**src/rtl/alu_seq.sv**
```systemverilog
// Registered ALU with valid/ready handshakes, flags and an optional multi-cycle multiply.
// Define ALU_SEQ_MUL_EN to build opcode 111 as a WIDTH-cycle shift-add multiply.
module alu_seq #(
  parameter int WIDTH = 8
) (
  input  logic             clk,
  input  logic             rst,
  input  logic             in_valid,
  output logic             in_ready,
  input  logic [WIDTH-1:0] a,
  input  logic [WIDTH-1:0] b,
  input  logic [2:0]       ctrl,
  output logic             out_valid,
  input  logic             out_ready,
  output logic [WIDTH-1:0] y,
  output logic             zero,
  output logic             negative,
  output logic             carry,
  output logic             overflow
);

  localparam int SW = $clog2(WIDTH);

  localparam logic [2:0] OP_AND = 3'b000;
  localparam logic [2:0] OP_OR  = 3'b001;
  localparam logic [2:0] OP_ADD = 3'b010;
  localparam logic [2:0] OP_XOR = 3'b011;
  localparam logic [2:0] OP_SHL = 3'b100;
  localparam logic [2:0] OP_SHR = 3'b101;
  localparam logic [2:0] OP_SUB = 3'b110;
  localparam logic [2:0] OP_MUL = 3'b111;

  logic             accept_s;
  logic [SW-1:0]    shamt_s;
  logic [WIDTH:0]   add_s;
  logic [WIDTH:0]   sub_s;
  logic [WIDTH:0]   shl_s;
  logic [WIDTH:0]   shr_s;
  logic [WIDTH-1:0] alu_y_s;
  logic             alu_c_s;
  logic             alu_v_s;
  logic             load_s;
  logic [WIDTH-1:0] ld_y_s;
  logic             ld_c_s;
  logic             ld_v_s;

  assign accept_s = in_valid && in_ready;
  assign shamt_s  = b[SW-1:0];

  // Extra bit on each side of the shifts captures the last bit shifted out.
  assign add_s = {1'b0, a} + {1'b0, b};
  assign sub_s = {1'b0, a} - {1'b0, b};
  assign shl_s = {1'b0, a} << shamt_s;
  assign shr_s = {a, 1'b0} >> shamt_s;

`ifdef ALU_SEQ_MUL_EN
  typedef enum logic {
    ST_IDLE = 1'b0,
    ST_MUL  = 1'b1
  } state_t;

  localparam logic [SW-1:0] CNT_LAST = SW'(WIDTH - 1);

  state_t             state_r;
  logic [SW-1:0]      cnt_r;
  logic [WIDTH-1:0]   ma_r;
  logic [WIDTH-1:0]   mb_r;
  logic [2*WIDTH-1:0] acc_r;
  logic [2*WIDTH-1:0] pp_s;
  logic [2*WIDTH-1:0] acc_nxt_s;
  logic               start_mul_s;
  logic               mul_done_s;

  assign in_ready    = (state_r == ST_IDLE) && (!out_valid || out_ready);
  assign start_mul_s = accept_s && (ctrl == OP_MUL);
  assign mul_done_s  = (state_r == ST_MUL) && (cnt_r == CNT_LAST);
  assign pp_s        = {{WIDTH{1'b0}}, ma_r} << cnt_r;
  assign acc_nxt_s   = acc_r + (mb_r[cnt_r] ? pp_s : {(2*WIDTH){1'b0}});
`else
  assign in_ready = !out_valid || out_ready;
`endif

  // Single-cycle datapath: result, carry and overflow for every opcode.
  always_comb begin
    alu_y_s = {WIDTH{1'b0}};
    alu_c_s = 1'b0;
    alu_v_s = 1'b0;
    case (ctrl)
      OP_AND: alu_y_s = a & b;
      OP_OR:  alu_y_s = a | b;
      OP_XOR: alu_y_s = a ^ b;
      OP_ADD: begin
        alu_y_s = add_s[WIDTH-1:0];
        alu_c_s = add_s[WIDTH];
        alu_v_s = (a[WIDTH-1] == b[WIDTH-1]) && (add_s[WIDTH-1] != a[WIDTH-1]);
      end
      OP_SUB: begin
        alu_y_s = sub_s[WIDTH-1:0];
        alu_c_s = sub_s[WIDTH];
        alu_v_s = (a[WIDTH-1] != b[WIDTH-1]) && (sub_s[WIDTH-1] != a[WIDTH-1]);
      end
      OP_SHL: begin
        alu_y_s = shl_s[WIDTH-1:0];
        alu_c_s = shl_s[WIDTH];
      end
      OP_SHR: begin
        alu_y_s = shr_s[WIDTH:1];
        alu_c_s = shr_s[0];
      end
      OP_MUL:  alu_y_s = {WIDTH{1'b0}};
      default: alu_y_s = {WIDTH{1'b0}};
    endcase
  end

  // Selects what, if anything, lands in the output registers this cycle.
  always_comb begin
    load_s = 1'b0;
    ld_y_s = alu_y_s;
    ld_c_s = alu_c_s;
    ld_v_s = alu_v_s;
`ifdef ALU_SEQ_MUL_EN
    if (mul_done_s) begin
      load_s = 1'b1;
      ld_y_s = acc_nxt_s[WIDTH-1:0];
      ld_c_s = |acc_nxt_s[2*WIDTH-1:WIDTH];
      ld_v_s = 1'b0;
    end else begin
      load_s = accept_s && (ctrl != OP_MUL);
    end
`else
    load_s = accept_s;
`endif
  end

  // Output registers hold steady until a new result loads; consume clears valid.
  always_ff @(posedge clk or posedge rst) begin
    if (rst) begin
      out_valid <= 1'b0;
      y         <= {WIDTH{1'b0}};
      zero      <= 1'b0;
      negative  <= 1'b0;
      carry     <= 1'b0;
      overflow  <= 1'b0;
    end else if (load_s) begin
      out_valid <= 1'b1;
      y         <= ld_y_s;
      zero      <= (ld_y_s == {WIDTH{1'b0}});
      negative  <= ld_y_s[WIDTH-1];
      carry     <= ld_c_s;
      overflow  <= ld_v_s;
    end else if (out_ready) begin
      out_valid <= 1'b0;
    end else begin
      out_valid <= out_valid;
    end
  end

`ifdef ALU_SEQ_MUL_EN
  // Multiply sequencer: one partial product per cycle into a double-width accumulator.
  always_ff @(posedge clk or posedge rst) begin
    if (rst) begin
      state_r <= ST_IDLE;
      cnt_r   <= {SW{1'b0}};
      ma_r    <= {WIDTH{1'b0}};
      mb_r    <= {WIDTH{1'b0}};
      acc_r   <= {(2*WIDTH){1'b0}};
    end else begin
      case (state_r)
        ST_IDLE: begin
          if (start_mul_s) begin
            ma_r    <= a;
            mb_r    <= b;
            acc_r   <= {(2*WIDTH){1'b0}};
            cnt_r   <= {SW{1'b0}};
            state_r <= ST_MUL;
          end
        end
        ST_MUL: begin
          acc_r <= acc_nxt_s;
          if (mul_done_s) begin
            cnt_r   <= {SW{1'b0}};
            state_r <= ST_IDLE;
          end else begin
            cnt_r <= cnt_r + {{(SW-1){1'b0}}, 1'b1};
          end
        end
        default: begin
          cnt_r   <= {SW{1'b0}};
          state_r <= ST_IDLE;
        end
      endcase
    end
  end
`endif

endmodule

```
**config.mk**
```make
export PLATFORM = sky130hd
export DESIGN_NAME = alu_seq
export DESIGN_NICKNAME = d
export VERILOG_FILES = /design/src/rtl/alu_seq.sv
export SDC_FILE = /design/constraint.sdc
export NUM_CORES = 1
export LEC_CHECK = 0
export BUFFER_PORTS_ARGS = -buffer_cell sky130_fd_sc_hd__buf_2
export CORE_ASPECT_RATIO = 1.1
export CORE_MARGIN = 2
export CORE_UTILIZATION = 40
export CTS_CLUSTER_DIAMETER = 50
export DETAILED_ROUTE_END_ITERATION = 10
export PLACE_DENSITY_LB_ADDON = 0.3
export SYNTH_ARGS = -nofsm -noshare
export SYNTH_HDL_FRONTEND = slang
export SYNTH_SLANG_ARGS = --single-unit
```
**constraint.sdc**
```tcl
create_clock -name clk -period 1.8 [get_ports clk]
set_clock_uncertainty 0.05 [all_clocks]
set_input_delay 0.18 -clock clk [delete_from_list [all_inputs] [get_ports clk]]
set_output_delay 0.18 -clock clk [all_outputs]
set_load 0.02 [all_outputs]
```
==> impl_metrics.yaml <==
route:
  ant_nets: 0
  drt_first_pass_iters: 4
  vias: 2643
  wire_per_inst_um: 17.1
  drtIter0Drc: 137
  drc: 0
  wirelength_mm: 8.18
  vias_per_cell: 5.53
logic_synthesis:
  syn-cell-area_mm2: 0.00224
  synth_edf_count: 0
  synthFlopType: "dfrtp_1"
  ys_seq_elements: 12
  synth_area_per_cell_um2: 8.02
  syn_nets: 329
  async_flop_share_pct: 100
  yosysTopAreaCell: "ha_1"
  yosys_warnings: 0
  synth_top_area_share_pct: 14.0
  synth_cells: 279
  synthTopCellsByArea: "ha_1, dfrtp_1, mux2i_1"
  yosysUniqueCellTypes: 60
  synth_seq_area_share_pct: 13.4
floorplan:
  ios: 37
  fp.dieArea_mm2: 0.00621
  fp.dieH_um: 82.5
  start_util_pct: 41.5
  core_mm2: 0.00540
  fp-row-count: 28
  dieWidth_um: 75.3
grt:
  use_met2_pct: 45.0
  grt.overflow.total: 0
  grt_busiest_layer: "met2"
  track_usage_pct: 25.9
  grt_use_met1_pct: 34.6
  use_met3_pct: 2.31
  grt_max_degree: 26
  grt_pass1_vias: 2561
  grt_pass1_wl_mm: 12.4
  antenna_found_initial: 0
setup_path:
  critPathKind: "input pin to register"
  arrival_ns: 2.05
  worst_setup_path_end_kind: "register"
  path_max_fanout: 3
  critPathMaxStageDelay_ns: 0.37
  start_kind: "input pin"
  required_ns: 1.88
  crit_chain: "buf_8 -> clkinv_4 -> ha_4 -> inv_2 -> fa_2 -> a221oi_4 -> o21ai_2 -> a32oi_2 -> a21o_2 -> nand3_2 -> mux2_4"
  cpMaxStageDelayCell: "fa_2"
  ff2ff_setup_slack_ns: 0.43
cells_and_area:
  syn_to_final_growth_pct: 66.6
  final_cell_mix: "buf_4, buf_2, nand2_1"
  drive_gt1_share_pct: 55.3
  final_common_cell: "buf_4"
  final_nets: 454
  fill_cells: 446
  antenna_cells: 0
  final-instance-count-excl-fill: 478
place:
  place_congestion: 0.917
  dp_hpwl_mm: 6.09
  dp.cells: 467
  port_buffers: 36
  dpl_worst_slack_ns: -0.573
power_and_ir_drop:
  irDropWorstVdd_mv: 0.344
  pwr-share-comb_pct: 64.1
  report.power.total_w: 0.00177
  power.share.clock_pct: 16.7
  seq_power_share_pct: 19.1
  swShare_pct: 40.2
  internal_power_w: 0.00106
  switching_power_w: 0.000710
  leakagePower_nw: 1.71
  power_density_mw_per_mm2: 474
sta:
  setup_violations: 4
  setup_ws_ns: -0.171
  fmax_mhz: 507
  drv_slew: 0
  min_period_ns: 1.97
  whs_ns: 0.101
  relSlewSlack_pct: 61.7
  finalCritPeriodShare_pct: 110
  hold_viol_final: 0
  rsz0062_at_grt: "true"
  tns_ns: -0.438
  tightest_slew_ns: 0.571
clocking:
  cts_tree: "done"
  cts_buffer_depth: 2
  clkTransAtPathRegs_ns: 0.05
  cts_htree_levels: 1
  numCtsBuffers: 3
  clock_latency_ns: 0.24
  cts_root_buf: "clkbuf_8"
  clkSinkCount: 12
run:
  max_cap_violations: 0
worst_hold_path:
  min_path_type: "input pin to register"
outcome:
  status: "finished with violations"
  violations: "negative setup slack"
registers in the layout (all words and copies together), names as in the netlist:
signal     count
carry          1
zero           1
out_valid      1
y              8
overflow       1
area by class of cell:
type / instances / area, um^2 / share of cell area (%)
repair buffers: 137 / 1020 / 27.3
multi-input cells: 225 / 2150 / 57.7
clock buffers: 4 / 55.1 / 1.48
well taps: 75 / 93.8 / 2.52
inverters: 25 / 109 / 2.92
flip-flops and latches: 12 / 300 / 8.05
per-layer routing:
layer  vias to the layer above  share of wire, %
met3                        18               4.4
met2                        71                51
met4                         0               2.2
li1                       1276                 -
met5                         -                 0
met1                      1278                42
cells in the mapped netlist, types with 3 or more instances:
library cell and count:
ha_1 25, nor3_1 10, nand2_1 27, o21ai_0 7, nor2b_1 6, mux2i_1 20
buf_6 7, xnor2_1 5, o22ai_1 4, or3_1 4, a21oi_1 15, nand2b_1 5
buf_2 3, inv_1 24, o31ai_1 4, clkbuf_1 4, mux2_2 3, a22oi_1 4
nand3_1 7, a221oi_1 13, o21ai_1 5, dfrtp_1 12, nor2_1 18, o211ai_1 3
metrics by stage:
step / instance area (um^2) / utilization, %
4_1_cts: 3550 / 65.7
6_report: 3730 / 69.1
5_1_grt: 3730 / 69.1
3_5_place_dp: 3130 / 58.0
2_1_floorplan: 2310 / -
3_3_place_gp: 3130 / 58.0
power groups by stage:
stage / clock (W) / sequential [W] / combinational (W)
2_1_floorplan: 0 / 0.000397 / 0.000475
3_3_place_gp: 0 / 0.000340 / 0.000900
3_5_place_dp: 0 / 0.000342 / 0.000915
4_1_cts: 0.000300 / 0.000337 / 0.00105
5_1_grt: 0.000311 / 0.000344 / 0.00121
6_report: 0.000295 / 0.000338 / 0.00113
critical path: cells and delay by family:
kind	cells	cell delay [ns]
AOI/OAI and AO/OA	4	0.83
adders and majority gates	2	0.50
muxes	1	0.27
buffers and inverters	3	0.19
and+or+nand+nor	1	0.07
cell families after synthesis:
| group | after synthesis | share of synthesized area (%) |
|---|---|---|
| mux | 27 | 13.5 |
| xor+xnor | 5 | 1.96 |
| compound gates | 79 | 25.8 |
| fa+ha+maj | 27 | 15.8 |
| simple gates | 87 | 19.4 |
| flops | 12 | 13.4 |
| buf+inv | 42 | 10.2 |
path summary, 6_finish.rpt:
| path | startpoint | endpoint | cells after the start |
|---|---|---|---|
| setup / recovery | a[0] | y[6] | 11 |
| hold / removal | in_valid | out_valid | 2 |
| setup reg to reg | out_valid | zero | 5 |
| hold reg to reg | y[5] | y[5] | 2 |
| max in group asynchronous | rst | overflow | 3 |
| min in group asynchronous | rst | out_valid | 3 |
repair_timing:
item,4_1_cts,5_1_grt
hold buffers,1,0
hold endpoints to repair,12,0
gates resized for setup,66,41
pin swaps,25,32
endpoints found under the setup margin,10,9
setup buffers,5,4
(Power assumes the default switching activity.)
